[config.mk]
export PLATFORM = sky130hd
export DESIGN_NAME = uart_rx_sampler
export DESIGN_NICKNAME = d
export VERILOG_FILES = /design/src/rtl/uart_rx_sampler.sv
export SDC_FILE = /design/constraint.sdc
export NUM_CORES = 1
export LEC_CHECK = 0
export BUFFER_PORTS_ARGS = -buffer_cell sky130_fd_sc_hd__buf_2
export CAP_MARGIN = 20
export CORE_UTILIZATION = 50
export CTS_CLUSTER_SIZE = 10
export DETAILED_ROUTE_END_ITERATION = 10
export GPL_TIMING_DRIVEN = 0
export PLACE_DENSITY = 0.79
export SYNTH_ARGS = -nofsm -noshare
export SYNTH_HDL_FRONTEND = slang
export SYNTH_SLANG_ARGS = --single-unit
[constraint.sdc]
create_clock -name clk_50m -period 3.9 [get_ports clk_50m]
set_clock_uncertainty 0.15 [all_clocks]
set_input_delay 0.975 -clock clk_50m [delete_from_list [all_inputs] [get_ports clk_50m]]
set_output_delay 0.975 -clock clk_50m [all_outputs]
set_load 0.01 [all_outputs]
[src/rtl/uart_rx_sampler.sv]
// 8N1 UART receiver: synchronises rx, qualifies the start bit, samples each bit
// at mid-bit on the 16x oversample strobe and reports the byte via a rdy/clear handshake.
module uart_rx_sampler #(
  parameter int DATA_BITS  = 8,
  parameter int OVERSAMPLE = 16,
  parameter int MID_SAMPLE = 7
) (
  input  logic                 clk_50m,
  input  logic                 rst,
  input  logic                 Rxclk_en,
  input  logic                 rx,
  input  logic                 rdy_clr,
  output logic [DATA_BITS-1:0] data,
  output logic                 rdy,
  output logic                 frame_err,
  output logic                 overrun
);

  localparam int SAMP_W = $clog2(OVERSAMPLE);
  localparam int BIT_W  = (DATA_BITS > 1) ? $clog2(DATA_BITS) : 1;

  localparam logic [1:0] S_IDLE  = 2'd0;
  localparam logic [1:0] S_START = 2'd1;
  localparam logic [1:0] S_DATA  = 2'd2;
  localparam logic [1:0] S_STOP  = 2'd3;

  localparam logic [SAMP_W-1:0] SAMP_MID  = SAMP_W'(MID_SAMPLE);
  localparam logic [SAMP_W-1:0] SAMP_LAST = SAMP_W'(OVERSAMPLE - 1);
  localparam logic [BIT_W-1:0]  BIT_LAST  = BIT_W'(DATA_BITS - 1);

  logic                 rx_meta_q, rx_s_q;
  logic [1:0]           state_q, state_d;
  logic [SAMP_W-1:0]    sample_q, sample_d;
  logic [BIT_W-1:0]     bit_q, bit_d;
  logic [DATA_BITS-1:0] shift_q, shift_d;
  logic [DATA_BITS-1:0] data_q, data_d;
  logic                 rdy_q, rdy_d;
  logic                 ferr_q, ferr_d;
  logic                 ovr_q, ovr_d;

  always_comb begin
    state_d  = state_q;
    sample_d = sample_q;
    bit_d    = bit_q;
    shift_d  = shift_q;
    data_d   = data_q;
    rdy_d    = rdy_q;
    ferr_d   = ferr_q;
    ovr_d    = ovr_q;

    // The acknowledge is honoured on every clock, not just on strobe cycles.
    if (rdy_clr) begin
      rdy_d = 1'b0;
      ovr_d = 1'b0;
    end

    if (Rxclk_en) begin
      case (state_q)
        S_IDLE: begin
          if (!rx_s_q) begin
            state_d  = S_START;
            sample_d = '0;
          end
        end
        S_START: begin
          if (sample_q == SAMP_MID) begin
            sample_d = '0;
            if (!rx_s_q) begin
              state_d = S_DATA;
              bit_d   = '0;
            end else begin
              state_d = S_IDLE;
            end
          end else begin
            sample_d = sample_q + 1'b1;
          end
        end
        S_DATA: begin
          if (sample_q == SAMP_LAST) begin
            shift_d[bit_q] = rx_s_q;
            sample_d       = '0;
            bit_d          = bit_q + 1'b1;
            if (bit_q == BIT_LAST) state_d = S_STOP;
          end else begin
            sample_d = sample_q + 1'b1;
          end
        end
        default: begin
          if (sample_q == SAMP_LAST) begin
            state_d  = S_IDLE;
            sample_d = '0;
            // A good stop bit takes priority over a coincident acknowledge.
            if (rx_s_q) begin
              data_d = shift_q;
              rdy_d  = 1'b1;
              ferr_d = 1'b0;
              if (rdy_q && !rdy_clr) ovr_d = 1'b1;
            end else begin
              ferr_d = 1'b1;
            end
          end else begin
            sample_d = sample_q + 1'b1;
          end
        end
      endcase
    end
  end

  always_ff @(posedge clk_50m) begin
    if (rst) begin
      rx_meta_q <= 1'b1;
      rx_s_q    <= 1'b1;
      state_q   <= S_IDLE;
      sample_q  <= '0;
      bit_q     <= '0;
      shift_q   <= '0;
      data_q    <= '0;
      rdy_q     <= 1'b0;
      ferr_q    <= 1'b0;
      ovr_q     <= 1'b0;
    end else begin
      rx_meta_q <= rx;
      rx_s_q    <= rx_meta_q;
      state_q   <= state_d;
      sample_q  <= sample_d;
      bit_q     <= bit_d;
      shift_q   <= shift_d;
      data_q    <= data_d;
      rdy_q     <= rdy_d;
      ferr_q    <= ferr_d;
      ovr_q     <= ovr_d;
    end
  end

  assign data      = data_q;
  assign rdy       = rdy_q;
  assign frame_err = ferr_q;
  assign overrun   = ovr_q;

endmodule

==> results of run 1 <==
==> final cells by class <==
cell class                 count  area, um2
buffer                        10       51.3
clock buffer                   7       45.0
clock inverter                 1       30.0
fill                         221        968
inverter                       2       7.51
multi-input combinational     99        684
sequential                    30        601
tap                           30       37.5
timing repair buffer          15       75.1
==> registers in the layout, summed over array words and instances (netlist names), 2 cells and up <==
register,count
shift_q,8
data,8
state_q,2
sample_q,4
bit_q,3
==> logic make-up (layout without fill, tap and decap cells) <==
family	count (synthesis)	after routing	synth area share [%]
AO/OA/AOI/OAI	16	16	8.94
multiplexers	19	19	14.2
buffers and inverters	12	35	4.38
flip-flops	30	30	44.7
AND/OR/NAND/NOR	60	60	23.7
XOR/XNOR	1	1	1.21
adder cells (fa/ha/maj)	3	3	2.79
==> synth_stat cells <==
library cell,number
a21bo_2,1
a21oi_1,6
a22oi_1,3
a2bb2oi_1,1
a32oi_1,1
a41o_1,1
and2_1,1
and3_1,3
and3b_1,1
buf_2,2
buf_4,1
buf_6,1
clkbuf_1,6
dfxtp_1,30
ha_1,3
inv_1,2
mux2_2,1
mux2i_1,18
nand2_1,5
nand2b_1,1
nand3_1,3
nand3b_1,2
nand4_1,4
nand4b_1,3
nor2_1,24
nor2b_1,3
nor3_1,2
nor3b_1,1
nor4b_1,2
o21ai_1,1
o21ai_2,1
o21ai_4,1
or2_2,2
or2_4,1
or3_1,1
or4_1,1
xor2_2,1
==> power groups by stage <==
stage               Combinational (mW)  Sequential (mW)  Clock [mW]
global route                    0.0207            0.309       0.255
CTS                             0.0185            0.309       0.244
finish                          0.0184            0.309       0.240
floorplan                       0.0118            0.316           0
detailed placement              0.0185            0.316           0
global placement                0.0179            0.316           0
==> metal layers <==
metal / vias up / share of wire [%] / GRT usage (%) / wire [um]
met1: 493 / 46 / 24.0 / 1190
li1: 536 / - / - / -
met4: 0 / 1.6 / 13.2 / 42
met3: 7 / 3.5 / 6.21 / 89
met5: - / 0 / 0 / 0
met2: 19 / 49 / 36.2 / 1260
==> final timing paths <==
check	startpoint	end	slack, ns
min	rx_meta_q$_SDFF_PP1_	rx_s_q$_SDFF_PP1_	0.27
max	Rxclk_en	shift_q[3]$_SDFFE_PP0P_	1.93
min reg2reg	rx_meta_q$_SDFF_PP1_	rx_s_q$_SDFF_PP1_	0.27
max reg2reg	sample_q[0]$_SDFFE_PP0P_	shift_q[3]$_SDFFE_PP0P_	2.11
==> critical path: cells and delay by family <==
| kind | cells | cell delay [ns] |
|---|---|---|
| simple gates | 3 | 0.65 |
| mux | 1 | 0.23 |
| buf+inv | 1 | 0.16 |
==> through the flow <==
| step | hold slack (ns) | cells | util [%] | area (um2) | total power, mW |
|---|---|---|---|---|---|
| 2_1_floorplan | 0.239 | 141 | - | 1340 | 0.328 |
| 3_3_place_gp | 0.245 | 186 | 58.3 | 1460 | 0.334 |
| 3_5_place_dp | 0.247 | 186 | 58.3 | 1460 | 0.335 |
| 4_1_cts | 0.269 | 194 | 61.3 | 1530 | 0.571 |
| 5_1_grt | 0.285 | 194 | 61.3 | 1530 | 0.585 |
| 6_report | 0.266 | 194 | 61.3 | 1530 | 0.567 |
==> key figures, run 1 <==
Setup path
  • Crit path max fanout: 7
  • Critical path's slowest cell: nor4b_1
  • Crit path kind: in -> reg
  • Startpoint types: input pin
  • Critical path data required time: between 3 and 4 ns
  • Crit path DAT: about 2.0 ns
  • CP max stage delay: between 0.4 and 0.5 ns
  • R2R depth: 5
  • Worst setup EP type: flop
  • Worst path cell trace: buf_2, nand3_1, nor4b_1, mux2i_1, nor2_1

Place
  • Hpwl dp: between 1500 and 2000 um
  • DP Worst Slack: between 1.5 and 2 ns
  • Port bufs: 15
  • GPL Wtd Cong: around 0.8

Final layout
  • Synthesis-to-finish area growth: 14.0%
  • Most frequent cells in the layout: dfxtp_1, nor2_1, mux2i_1
  • Fraction of layout cells with a size suffix above 1: between 20% and 30%
  • Commonest non-fill, non-tap cell in the layout: dfxtp_1
  • Fin nets: between 150 and 200
  • N_diodes: 0

CTS
  • Clock latency on the worst-skew pair: approximately 0.33 ns
  • Clock buffer depth: 2
  • TritonCTS buffer count: 5
  • Hold buffer count at CTS: 0
  • Post-CTS setup buffer count: 0
  • Post-CTS sizing: 0
  • Root buf cell: clkbuf_4
  • # H-tree levels: 2
  • Sink Count: 30
  • TritonCTS clock tree: built
  • Clk slew on worst S/H paths: roughly 0.090 ns

Power
  • Logic pwr share: roughly 3.3%
  • Cell Int Power: roughly 0.45 mW
  • Worst VDD drop: between 200 and 300 uV
  • Sw Share: 20.6%
  • Reg power frac: between 50 and 60%
  • Clock network fraction of total power: ~42%
  • P_leak: 0.733 nW
  • Net switching power figure: roughly 0.12 mW
  • Power density over the cells: between 300 and 400 nW/um2

Global route
  • First-pass GRT wire length: approximately 4300 um
  • Grt ovf: 0
  • Largest net degree at the start of global routing: 11
  • Vias in the first global route: approximately 1,000
  • Tot GR Track Use: between 20% and 30%
  • Initial antenna violation count: 0

Synthesis
  • Synth Area per Inst: between 9 and 10 um2
  • Synth Cell Area: ~1300 um2
  • Post-synthesis sequential area ratio: around 45%
  • Synth top area share: between 40% and 50%
  • Post-synth top area cell: dfxtp_1
  • Syn nets: roughly 150
  • Synth area leaders: dfxtp_1, mux2i_1, nor2_1, ha_1, a21oi_1
  • Register bit count reported by yosys: 30
  • Post-Synthesis Cells: 141
  • Synth warn: 0
  • Cell variety after synth: 37

Timing
  • Final number of max-transition violations: 0
  • Setup TNS: 0 ns
  • Fin. Hold Viols: 0
  • Final WS setup: 1.93 ns
  • Worst slew pin tran: between 0.4 and 0.5 ns
  • Slew margin rel.: 66.8%
  • RSZ-0062 raised after global routing: false
  • F_max: a little over 500 MHz
  • Fin crit share: approximately half
  • Tmin final: 1.97 ns
  • Finish-stage setup viols: 0

Floorplanning
  • Die ar.: approximately 2900 um2
  • Starting Density: 53.8%
  • IO Count: 16
  • Cell Rows: 18
  • Die X: 53.8 um
  • Die boundary height: approximately 54 um
  • Core Area: 2500 um2

Drt
  • Avg WL per Cell: roughly 13 um
  • DRC errors left: 0
  • Total wire length: between 2000 and 3000 um
  • Via density: approximately 5.4
  • DRT iter0 DRCs: 16
  • Drt pass-1 iters: 4
  • Detailed-route via count: around 1,100
  • Routed Antenna Nets: 0

Outcome
  • Outcome: finished, final reports clean

Min path
  • Worst hold stages: 1
  • Hold Crit Class: reg -> reg

Run
  • Max-cap viol count: 0
(Power assumes the default switching activity.)
==> inputs of run 2 (changes only) <==
- ABC_AREA: unset -> 1
- clock period: 3.9 -> 2 ns (I/O delays scaled with it)
==> run 2 against run 1 <==
  * Core utilization shrank 0.70 points
  * Critical path type is now reg -> reg
  * Largest cell class unchanged
  * Final area is 1.1% lower
  * Sequential cell count unchanged
  * Final cell count grew 18%
  * Sequential power rose by 100%
  * Via count up 14%
  * Die area decreased by 0.45%
  * Register-to-register slack worse by 1.7 ns
  * Largest power group unchanged
  * First-iteration DRC count rose by 100%
==> key figures, run 2 <==
Final layout
  • Post-route cell area: 1510 um2 (-1.1%)
  • Fraction of layout cells with a size suffix above 1: 20.6% (+0.48 points)
  • N_diodes: 0 (unchanged)
  • Final cell count without fillers: 229 (+18%)
  • Fin nets: 206 (+20%)
  • Synthesis-to-finish area growth: 13.2%
  • Most frequent cells in the layout: nand2_1, nor2_1, dfxtp_1

Floorplanning
  • Cell Rows: 18 (unchanged)
  • Die boundary height: 53.7 um (-0.22%)
  • Die X: 53.7 um (-0.22%)
  • IO Count: 16 (unchanged)
  • Core Area: 2500 um2 (unchanged)
  • Starting Density: 53.5% (-0.25 points)
  • Die ar.: 2890 um2 (-0.45%)

Timing
  • Final number of max-transition violations: 0 (unchanged)
  • Setup TNS: 0 ns (unchanged)
  • Fin crit share: 81.3%
  • Fin. Hold Viols: 0 (unchanged)
  • RSZ-0062 raised after global routing: false
  • Tmin final: about 1.6 ns
  • Slew margin rel.: 65.2% (-1.6 points)
  • Finish-stage setup viols: 0 (unchanged)
  • F_max: roughly 620 MHz
  • Final hold slack: 0.203 ns (-0.0631 ns)
  • Worst slew pin tran: 0.522 ns (+0.0234 ns)

Run
  • Max-cap viol count: 0 (unchanged)

Setup path
  • Critical path data required time: 2.08 ns (-1.87 ns)
  • Crit path kind: reg -> reg
  • Startpoint types: flop
  • Crit path max fanout: 10 (+3)
  • Crit path DAT: 1.71 ns (-0.31 ns)
  • Worst setup EP type: flop

Place
  • Placed instance count: 221 (+19%)
  • Port bufs: 15 (unchanged)
  • Hpwl dp: 1890 um (+2.9%)
  • DP Area: 1450 um2 (-0.43%)
  • GPL Wtd Cong: 0.838 (+6.9%)

Synthesis
  • Synth warn: 0 (unchanged)
  • Synth Area in Compound Gates: 14.0% (+5.1 points)
  • Simple-Gate Fraction of Synth Area: 32.7% (+9.0 points)
  • Share of flip-flops with an asynchronous set or reset: 0% (unchanged)
  • Register bit count reported by yosys: 30 (unchanged)
  • Adder-cell share of the synthesized area: 2.81% (+0.013 points)
  • Commonest cells post-synth: nand2_1, nor2_1, dfxtp_1
  • Cell variety after synth: 27 (-27%)
  • Post-Synthesis Cells: 176 (+25%)
  • Synth area leaders: dfxtp_1, nand2_1, nor2_1, a21oi_1, o21ai_0
  • Post-synthesis sequential area ratio: 44.9% (+0.21 points)
  • Synth top area share: 44.9% (+0.21 points)
  • Multiplexer share of the synthesized area: 0% (-14 points)
  • Post-synth top area cell: dfxtp_1
  • Main synth FF type: dfxtp_1
  • Synth Cell Area: 1340 um2 (-0.47%)
  • Largest family of logic cells by synthesized area: simple AND/OR/NAND/NOR gates
  • Xor and xnor area share after synthesis: 0% (-1.2 points)
  • Syn nets: 184 (+23%)
  • Synth Area per Inst: 7.60 um2 (-20%)
  • Post-synth EDFFs: 0 (unchanged)

CTS
  • Post-CTS sizing: 0 (unchanged)
  • TritonCTS buffer count: 5 (unchanged)
  • # H-tree levels: 2 (unchanged)
  • TritonCTS clock tree: built
  • Sink Count: 30 (unchanged)
  • Hold buffer count at CTS: 0 (unchanged)
  • Root buf cell: clkbuf_4
  • Clock latency on the worst-skew pair: 0.34 ns (about the same)
  • Post-CTS setup buffer count: 0 (unchanged)
  • Clk slew on worst S/H paths: 0.09 ns (about the same)
  • Clock buffer depth: 2 (unchanged)

Drt
  • Drt pass-1 iters: 5 (+1)
  • Total wire length: 2520 um (-2.2%)
  • Avg WL per Cell: 11.0 um (-17%)
  • Detailed-route via count: 1,198 (+14%)
  • Via density: 5.23 (-3.8%)
  • DRT iter0 DRCs: 32 (+16)
  • DRC errors left: 0 (unchanged)
  • Routed Antenna Nets: 0 (unchanged)

Global route
  • Vias in the first global route: 1,049 (+5.9%)
  • GRT met3 Usage: 8.19% (+2.0 points)
  • Largest net degree at the start of global routing: 11 (unchanged)
  • Met2 usage: 34.2% (-2.1 points)
  • First-pass GRT wire length: 4280 um (-1.6%)
  • Tot GR Track Use: 21.0% (-0.67 points)
  • Grt ovf: 0 (unchanged)
  • Met1 Usage GRT: 23.0% (-0.96 points)
  • Initial antenna violation count: 0 (unchanged)
  • GR peak layer: met2

Outcome
  • Outcome: finished, final reports clean

Power
  • Power density over the cells: 739 nW/um2 (+99%)
  • P_leak: 0.622 nW (-15%)
  • Worst VDD drop: 548 uV (+100%)
  • Pwr Total: 1.12 mW (+97%)

Min path
  • Hold Crit Class: in -> reg
run 2: changes by cell type in the layout (fill, tap and decap cells not counted), sizes merged, moves of 3 or more:
cell    previous run  this run
nand4b             3         0
nand2              5        33
nand3              3        11
a21oi              6        17
mux2i             18         0
clkinv             0         3
clkbuf            13         7
a22oi              3         0
o21ai              3        16
nor2              24        37
and3               3         0
inv                2        13
nor2b              3         0
run 2: area by class of cell:
| class | instances | area [um2] |
|---|---|---|
| Clock inverter | 2 | 12.5 |
| Multi-Input combinational cell | 128 | 663 |
| Timing Repair Buffer | 15 | 75.1 |
| Tap cell | 30 | 37.5 |
| Inverter | 15 | 61.3 |
| Fill cell | 217 | 986 |
| Buffer | 3 | 12.5 |
| Sequential cell | 30 | 601 |
| Clock buffer | 6 | 51.3 |
run 2: cells by family after synthesis:
kind of cell,count (synthesis)
flip-flops,30
AO/OA/AOI/OAI,34
adder cells (fa/ha/maj),3
buffers and inverters,18
AND/OR/NAND/NOR,91
run 2: worst max-delay path: stages, from the launching register on:
cell and delay [ns]:
dfxtp_1 0.39, ha_1 0.29, nand4_4 0.20, nor2_4 0.16
nand2_4 0.10, o21ai_0 0.17, nor2_1 0.06
run 2: metal layers:
metal  wire, um  share of wire (%)
met1       1150                 45
met2       1140                 45
met3        172                6.8
met4         61                2.4
met5          0                  0
run 2: final timing paths:
| path | startpoint | endpoint | slack [ns] | depth (start not counted) |
|---|---|---|---|---|
| worst min register to register | rx_meta_q$_SDFF_PP1_ | rx_s_q$_SDFF_PP1_ | 0.27 | 1 |
| worst max register to register | sample_q[0]$_SDFFE_PP0P_ | data[7]$_SDFFE_PP0P_ | 0.37 | 6 |
| worst min-delay path | rx | rx_meta_q$_SDFF_PP1_ | 0.20 | 2 |
| worst max-delay path | sample_q[0]$_SDFFE_PP0P_ | data[7]$_SDFFE_PP0P_ | 0.37 | 6 |
run 2: per-stage QoR:
| step | worst slack (ns) | utilization [%] |
|---|---|---|
| 6_report | 0.375 | 60.6 |
| 5_1_grt | 0.250 | 60.6 |
| 4_1_cts | 0.360 | 60.6 |
| 3_5_place_dp | 0.333 | 58.0 |
| 3_3_place_gp | 0.356 | 58.0 |
| 2_1_floorplan | 0.544 | - |
run 2: report_power, final:
| group | internal [mW] | leakage, nW | switching, mW | total [mW] |
|---|---|---|---|---|
| combinational | 0.0382 | 0.345 | 0.0734 | 0.112 |
| clock | 0.169 | 0.0343 | 0.215 | 0.384 |
| sequential | 0.608 | 0.242 | 0.0149 | 0.623 |
==> inputs of run 3 (changes only) <==
- ABC_AREA: 1 -> 0
- clock period: 2 -> 1.7 ns (I/O delays scaled with it)
==> run 3 against run 2 <==
  * Global-route usage grew 0.79 points
  * Sequential cell count is the same
  * Maximum frequency grew 0.48%
  * Sequential share of layout area shrank 1.3 points
  * Critical path type unchanged
  * Setup slack lost 0.29 ns
  * Non-clock buffer count grew 6
==> key figures, run 3 (same netlist as run 1, synthesis figures left out) <==
CTS
  • # H-tree levels: 2 (unchanged)
  • Clock buffer depth: 2 (unchanged)
  • TritonCTS clock tree: built
  • Clock latency on the worst-skew pair: 0.32 ns (-0.02 ns)
  • Hold buffer count at CTS: 0 (unchanged)
  • TritonCTS buffer count: 5 (unchanged)
  • Sink Count: 30 (unchanged)
  • Clk slew on worst S/H paths: 0.09 ns (about the same)
  • Root buf cell: clkbuf_4

Timing
  • Tmin final: 1.62 ns (-0.00779 ns)
  • Final hold slack: 0.120 ns (-0.0822 ns)
  • Fin. Hold Viols: 0 (unchanged)
  • Setup TNS: 0 ns (unchanged)
  • Worst slew pin tran: 0.486 ns (-0.0361 ns)
  • Slew margin rel.: 67.6% (+2.4 points)
  • Finish-stage setup viols: 0 (unchanged)
  • Fin crit share: 95.1% (+14 points)
  • F_max: 618 MHz (+0.48%)
  • Final number of max-transition violations: 0 (unchanged)
  • RSZ-0062 raised after global routing: false

Drt
  • Avg WL per Cell: 13.8 um (+25%)
  • Drt pass-1 iters: 4 (-1)
  • Detailed-route via count: 1,058 (-12%)
  • DRT iter0 DRCs: 14 (-56%)
  • Routed Antenna Nets: 0 (unchanged)
  • Via density: 5.48 (+4.8%)
  • DRC errors left: 0 (unchanged)
  • Total wire length: 2660 um (+5.2%)

Final layout
  • Multi-input gate area: 724 um2 (+9.2%)
  • # fillers: 219 (+0.92%)
  • Fin nets: 170 (-17%)
  • Fraction of layout cells with a size suffix above 1: 23.9% (+3.3 points)
  • Synthesis-to-finish area growth: 17.3%
  • Commonest non-fill, non-tap cell in the layout: dfxtp_1
  • Final cell count without fillers: 193 (-16%)
  • Flip-flop and latch area: 604 um2 (+0.63%)
  • Most frequent cells in the layout: dfxtp_1, nor2_1, mux2i_1
  • N_diodes: 0 (unchanged)

Place
  • Port bufs: 15 (unchanged)
  • Placed instance count: 186 (-16%)
  • GPL Wtd Cong: 0.784 (-6.4%)
  • Hpwl dp: 1830 um (-2.9%)

Setup path
  • Critical path's slowest cell: mux2_2
  • Worst setup EP type: flop
  • Worst path cell trace: buf_4, xor2_2, o21ai_4, and3_1, mux2_2
  • Crit path DAT: 1.68 ns (-0.03 ns)
  • Crit path kind: reg -> reg
  • CP max stage delay: 0.32 ns (-0.07 ns)
  • Critical path data required time: 1.77 ns (-0.31 ns)
  • Crit path max fanout: 8 (-2)
  • Startpoint types: flop

Global route
  • Largest net degree at the start of global routing: 11 (unchanged)
  • Grt ovf: 0 (unchanged)
  • Tot GR Track Use: 21.7% (+0.79 points)
  • Vias in the first global route: 996 (-5.1%)
  • Initial antenna violation count: 0 (unchanged)
  • First-pass GRT wire length: 4380 um (+2.4%)

Run
  • Max-cap viol count: 0 (unchanged)

Power
  • Worst VDD drop: 618 uV (+13%)
  • P_leak: 0.733 nW (+18%)
  • Power density over the cells: 825 nW/um2 (+12%)

Min path
  • Hold Crit Class: in -> reg

Floorplanning
  • Cell Rows: 18 (unchanged)
  • Core Area: 2500 um2 (unchanged)
  • IO Count: 16 (unchanged)
  • Die ar.: 2900 um2 (+0.45%)
  • Starting Density: 53.8% (+0.25 points)
  • Die boundary height: 53.8 um (+0.22%)
  • Die X: 53.8 um (+0.22%)

Outcome
  • Outcome: finished, final reports clean
==> run 3: cell count changes in the layout (fill, tap and decap cells not counted), moves of 6 or more <==
cell,change
nand3_1,-8
mux2i_1,+18
inv_1,-9
o21ai_0,-16
nor2_1,-7
nand2_1,-26
clkbuf_1,+6
a21oi_1,-10
==> run 3: final cells by class <==
class | instances | area share [%]
flip-flops and latches | 30 | 38.3
multi-input cells | 99 | 46.0
inverters | 2 | 0.476
clock inverters | 1 | 1.90
clock buffers | 7 | 2.86
repair buffers | 15 | 4.76
well taps | 30 | 2.38
plain buffers | 9 | 3.33
==> run 3: layer usage <==
layer	vias to the layer above	part of all wire [%]	GRT usage [%]
met5	-	0	0
met4	0	1.0	13.2
met3	5	3.5	6.21
met2	23	51	36.2
met1	496	44	24.3
li1	534	-	-
==> run 3: path summary, 6_finish.rpt <==
kind / start / end / slack (ns) / depth (start not counted)
worst min-delay path: rdy_clr / overrun$_SDFF_PP0_ / 0.12 / 2
worst min register to register: rx_meta_q$_SDFF_PP1_ / rx_s_q$_SDFF_PP1_ / 0.26 / 1
worst max-delay path: sample_q[3]$_SDFFE_PP0P_ / state_q[1]$_SDFFE_PP0P_ / 0.08 / 5
worst max register to register: sample_q[3]$_SDFFE_PP0P_ / state_q[1]$_SDFFE_PP0P_ / 0.08 / 5
==> run 3: report_power, final <==
part	internal [mW]	total (mW)	switching [mW]
logic	0.0160	0.0442	0.0283
clock network	0.312	0.547	0.236
registers	0.706	0.709	0.00360
==> run 3: repair_timing <==
item,CTS,global route
endpoints found under the setup margin,14,17
buffers inserted,0,0
pin swaps,1,0
gates resized for setup,4,7
==> run 3: per-stage QoR <==
step	setup slack (ns)	power, mW	cell area, um2	utilization [%]
floorplan	0.118	0.751	1340	-
global placement	-0.00398	0.766	1460	58.3
detailed placement	-0.0789	0.768	1460	58.3
CTS	0.00177	1.31	1550	61.8
global route	0.00164	1.34	1580	63.1
finish	0.0826	1.30	1580	63.1
==> run 3: worst max-delay path: cells and delay by family, from the launching register on <==
kind / cells / cell delay [ns]
multiplexers: 1 / 0.32
AO/OA/AOI/OAI: 1 / 0.20
buffers and inverters: 1 / 0.16
AND/OR/NAND/NOR: 1 / 0.18
flip-flops: 1 / 0.30
XOR/XNOR: 1 / 0.19
